<file path="config.mk">
export PLATFORM = sky130hd
export DESIGN_NAME = wave_table_writer
export DESIGN_NICKNAME = d
export VERILOG_FILES = /design/src/rtl/wave_table_writer.sv
export SDC_FILE = /design/constraint.sdc
export NUM_CORES = 1
export LEC_CHECK = 0
export CAP_MARGIN = 15
export CORE_ASPECT_RATIO = 0.8
export CORE_MARGIN = 1.5
export CORE_UTILIZATION = 45
export DETAILED_ROUTE_END_ITERATION = 10
export PLACE_DENSITY_LB_ADDON = 0.08
export SYNTH_ARGS = -nofsm -noshare
export SYNTH_HDL_FRONTEND = slang
export SYNTH_SLANG_ARGS = --single-unit
</file>
<file path="constraint.sdc">
create_clock -name clk -period 20.7 [get_ports clk]
set_input_delay 4.14 -clock clk [delete_from_list [all_inputs] [get_ports clk]]
set_output_delay 4.14 -clock clk [all_outputs]
set_load 0.01 [all_outputs]
</file>
<file path="src/rtl/wave_table_writer.sv">
// wave_table_writer: fills a 256 x 8 wavetable RAM with one generated waveform
// (sine-approx, triangle, square or sawtooth), scaled by amp, one entry per
// accepted write. Start/busy/done handshake, wr_ready backpressure.
// Optional build macro WAVE_WR_CHECKSUM_EN adds a 16-bit running sum of the
// accepted write data.
//
// state    | meaning
// ---------+-----------------------------------------------------------
// ST_IDLE  | waiting for start; outputs idle
// ST_WRITE | presenting waddr/wdata with we=1 until every entry is accepted
// ST_DONE  | one-cycle done pulse, then back to idle
module wave_table_writer #(
  parameter int ADDR_W  = 8,
  parameter int DATA_W  = 8,
  parameter int SQ_DUTY = 128
) (
  input  logic              clk,
  input  logic              rst,
  input  logic              start,
  input  logic              abort,
  input  logic [1:0]        wave_sel,
  input  logic [DATA_W-1:0] amp,
  input  logic              wr_ready,
  output logic              we,
  output logic [ADDR_W-1:0] waddr,
  output logic [DATA_W-1:0] wdata,
  output logic              busy,
  output logic              done
`ifdef WAVE_WR_CHECKSUM_EN
  ,
  output logic [15:0]       checksum
`endif
);

  if (ADDR_W != 8 || DATA_W != 8) begin : g_bad_param
    $error("wave_table_writer supports only ADDR_W=8 and DATA_W=8");
  end

  typedef enum logic [1:0] {ST_IDLE, ST_WRITE, ST_DONE} state_t;

  state_t      state_q, state_d;
  logic [1:0]  sel_q, sel_d;
  logic [7:0]  amp_q, amp_d;
  logic        we_q, we_d;
  logic [7:0]  waddr_q, waddr_d;
  logic [7:0]  wdata_q, wdata_d;
  logic        busy_q, busy_d;
  logic        done_q, done_d;
  logic        start_ok;
  logic        accept;
  logic        last_accept;

  // Raw waveform R(a), then scaled by (amp+1)/256 keeping the upper product byte.
  function automatic logic [7:0] sample_f(input logic [1:0] sel, input logic [7:0] amp_v,
                                          input logic [7:0] a);
    logic [6:0]  p;
    logic [13:0] prod;
    logic [7:0]  q;
    logic [6:0]  t;
    logic [7:0]  r;
    logic [15:0] scaled;
    p    = a[6:0];
    prod = 14'(p) * 14'(7'd127 - p);
    q    = 8'(prod >> 5);
    t    = a[7] ? ~a[6:0] : a[6:0];
    case (sel)
      2'b00:   r = a[7] ? (8'd128 - q) : (8'd128 + q);
      2'b01:   r = {t, a[7]};
      2'b10:   r = (int'(a) < SQ_DUTY) ? 8'hFF : 8'h00;
      default: r = a;
    endcase
    scaled = 16'(r) * (16'(amp_v) + 16'd1);
    return 8'(scaled >> 8);
  endfunction

  assign start_ok    = start & ~abort;
  assign accept      = we_q & wr_ready;
  assign last_accept = accept & (waddr_q == 8'hFF);

  // State and output registers, synchronous reset.
  always_ff @(posedge clk) begin
    if (rst) begin
      state_q <= ST_IDLE;
      sel_q   <= '0;
      amp_q   <= '0;
      we_q    <= 1'b0;
      waddr_q <= '0;
      wdata_q <= '0;
      busy_q  <= 1'b0;
      done_q  <= 1'b0;
    end else begin
      state_q <= state_d;
      sel_q   <= sel_d;
      amp_q   <= amp_d;
      we_q    <= we_d;
      waddr_q <= waddr_d;
      wdata_q <= wdata_d;
      busy_q  <= busy_d;
      done_q  <= done_d;
    end
  end

  // Next-state: abort beats both start and a same-edge final accept.
  always_comb begin
    state_d = state_q;
    case (state_q)
      ST_IDLE:  if (start_ok) state_d = ST_WRITE;
      ST_WRITE: begin
        if (abort)            state_d = ST_IDLE;
        else if (last_accept) state_d = ST_DONE;
      end
      ST_DONE:  state_d = ST_IDLE;
      default:  state_d = ST_IDLE;
    endcase
  end

  // Next register values for the write port and handshake; held while wr_ready is low.
  always_comb begin
    sel_d   = sel_q;
    amp_d   = amp_q;
    we_d    = we_q;
    waddr_d = waddr_q;
    wdata_d = wdata_q;
    busy_d  = busy_q;
    done_d  = 1'b0;
    case (state_q)
      ST_IDLE: begin
        if (start_ok) begin
          sel_d   = wave_sel;
          amp_d   = amp;
          we_d    = 1'b1;
          busy_d  = 1'b1;
          waddr_d = 8'h00;
          wdata_d = sample_f(wave_sel, amp, 8'h00);
        end
      end
      ST_WRITE: begin
        if (abort) begin
          we_d    = 1'b0;
          busy_d  = 1'b0;
          waddr_d = 8'h00;
          wdata_d = 8'h00;
        end else if (last_accept) begin
          we_d    = 1'b0;
          busy_d  = 1'b0;
          done_d  = 1'b1;
          waddr_d = 8'h00;
          wdata_d = 8'h00;
        end else if (accept) begin
          waddr_d = waddr_q + 8'd1;
          wdata_d = sample_f(sel_q, amp_q, waddr_q + 8'd1);
        end
      end
      default: begin
        we_d   = 1'b0;
        busy_d = 1'b0;
      end
    endcase
  end

  assign we    = we_q;
  assign waddr = waddr_q;
  assign wdata = wdata_q;
  assign busy  = busy_q;
  assign done  = done_q;

`ifdef WAVE_WR_CHECKSUM_EN
  logic [15:0] cks_q, cks_d;

  // Running sum of accepted data; cleared when a new table is started.
  always_comb begin
    cks_d = cks_q;
    if (state_q == ST_IDLE && start_ok) cks_d = 16'h0000;
    else if (accept)                    cks_d = cks_q + 16'(wdata_q);
  end

  // Checksum register.
  always_ff @(posedge clk) begin
    if (rst) cks_q <= 16'h0000;
    else     cks_q <= cks_d;
  end

  assign checksum = cks_q;
`endif

endmodule

</file>
==> run metrics <==
status finished clean; drt via density 5.21; most used cell along the critical path fa_1; Distinct cells, synth between 60 and 70; CTS hold repair buffers 0; vias post-DR approximately 6,000; Area Growth Syn to Fin 9.54%; worst endpoint required time about 21,000 ps; Synth async-reset ratio 0%; placed wire-length estimate 15,300 µm; ys flop type dfxtp_1; drt first pass iters 5; # setup viols final 0; first-pass GRT wire length ~31,000 µm; Area contributors post-synth fa_1 27%, ha_1 18%, inv_1 8.7%, dfxtp_1 7.8%, nor2_1 5.8%; port bufs 33; share of cells above drive strength 1 3.96%; WS Path Type register to register; final worst path period need between 10,000 and 15,000 ps; Cell Pwr Density around 35 nW/µm²; number of remaining DRC errors 0; commonest non-fill, non-tap cell in the layout inv_1; Worst setup EP type register; Antenna Nets Post-Route 0; number of flops mapped to enable cells by yosys 0; CP arrival 12,310 ps; Final Hold Viols 0; # IOs 34; average size of a mapped cell around 8.1 µm²; Setup TNS 0 ps; most frequent cells in the layout 172 x inv_1, 115 x nor2_1, 105 x ha_1, 98 x fa_1, 59 x nand2_1; CTS tree done; Max FO, Critical Path 20; final total power 0.283 mW; Num CTS Buffers 5; yosys warns 0; clk sinks 29; Inst Count DP between 1,000 and 1,500; post-cts resize count 0; initial core utilization approximately 47%; Worst-Margin Slew between 1000 and 1500 ps; Min Hold Slack ~480 ps; Clock Skew about 1.4 ps; CP max stage delay between 800 and 900 ps; fmax just over 0.08 GHz; worst-skew pair later-pin latency ~270 ps; Seq/Total Area, Yosys under 10%; clock slew at reported path FFs 50 ps; max cap viols 0; fin. max-slew vios 0; die footprint 17,200 µm²; Slew headroom between 20% and 30%; Routed WL roughly 18,000 µm; GRT Resource Usage Total 22.2%; Post-Syn Area between 7000 and 8000 µm²; routability cong. roughly 0.84; crit start category register; fin cells about 1,200; total congestion overflow 0; flops & latches, synth 29; DR iter-0 viols slightly below 300; DR WL/cell 15.9 µm; top cell type's share of synthesized area between 20% and 30%; worst hold path type register to register; Cells after Synth 917; clock tree buffer depth 2; nets 1,152; RSZ-0062 raised after global routing false; core area ~16,000 µm²; Setup Fix Bufs, Post-CTS 0; Area after DPL between 7000 and 8000 µm²; Die H 118 µm; cell area after layout roughly 8100 µm²; Clock H-tree levels 2; initial antenna violation count 0; Worst VDD drop approximately 0.065 mV; most area-hungry cell type in the Yosys netlist fa_1; largest net degree at the start of global routing 30; final cycle utilization of the critical path approximately three fifths; vias in the first global route ~6,000; CTS root buf clkbuf_16; n_diodes 0; Synth Net Count roughly 1,100; Die Span X around 150 µm; static leakage power between 4 and 5 nW; Critical-path top delay cell dfxtp_1; FP Rows 41
## cell usage after synthesis (all sizes together) (3+ instances only)
library cell and number:
o211ai 5, a21oi 40, a21o 8, a211oi 3
nor3 19, inv 173, mux2i 3, nand3 27
fa 98, nand4 7, a221oi 6, a31oi 3
nor2b 4, or4 4, xnor2 35, and3 6
nor2 116, or3 7, nand2 59, or2 17
dfxtp 29, and4 3, xor2 20, and2 9
ha 105, buf 5, o21a 6, a2bb2oi 3
clkbuf 25, nor4 5, o21ai 18, nand2b 17
## final timing paths
path / from / depth (start not counted) / slack [ps] / end
worst max-delay path: waddr[0] / 39 / 8490 / wdata[7]
worst min-delay path: amp_q[4] / 2 / 480 / amp_q[4]
worst max register to register: waddr[0] / 39 / 8490 / wdata[7]
worst min register to register: amp_q[4] / 2 / 480 / amp_q[4]
## critical path: cells and delay by family (launching register included)
kind	cells	cell delay (ps)
adder cells (fa/ha/maj)	11	4660
AO/OA/AOI/OAI	11	2670
AND/OR/NAND/NOR	9	1930
flip-flops	1	860
XOR/XNOR	2	820
multiplexers	1	570
buffers and inverters	5	520
## cell families after synthesis
kind of cell	after synthesis	synth area share, %
xor+xnor	55	6.51
simple gates	306	19.7
fa+ha+maj	203	44.3
buf+inv	204	10.5
compound gates	114	10.1
flops	29	7.85
mux	6	1.07
## through the flow
step	utilization, %	worst slack (ps)
after floorplan	-	10230
after global placement	49.8	8960
after detailed placement	49.8	8750
after CTS	50.9	8730
after global routing	51.0	7770
final	51.0	8490
## flip-flops by register name, summed over array words and instances, names as in the netlist
name	count
amp_q	8
busy	1
done	1
sel_q	2
state_q	1
waddr	8
wdata	8
## layout make-up
type / instances / area (µm²)
repair buffers: 40 / 383
multi-input cells: 684 / 6050
fillers: 1559 / 7800
flip-flops and latches: 29 / 581
clock buffers: 7 / 143
well taps: 215 / 269
inverters: 174 / 653
clock inverters: 1 / 30.0
## report_power, final
part / leakage, nW / internal [mW] / switching, mW
clock network: 0.0841 / 0.0600 / 0.0245
logic: 3.76 / 0.0563 / 0.0792
registers: 0.236 / 0.0591 / 0.00360
## routing by layer
| layer | part of all wire, % | track usage (%) | up-vias | wire length, µm |
|---|---|---|---|---|
| met3 | 4.6 | 2.13 | 11 | 840 |
| met1 | 56 | 37.0 | 2863 | 10200 |
| li1 | - | - | 2987 | - |
| met5 | 0 | 0 | - | 0 |
| met2 | 39 | 31.0 | 131 | 7120 |
| met4 | 0.65 | 3.03 | 0 | 119 |
Note: power is estimated with default switching activity, not from simulation.
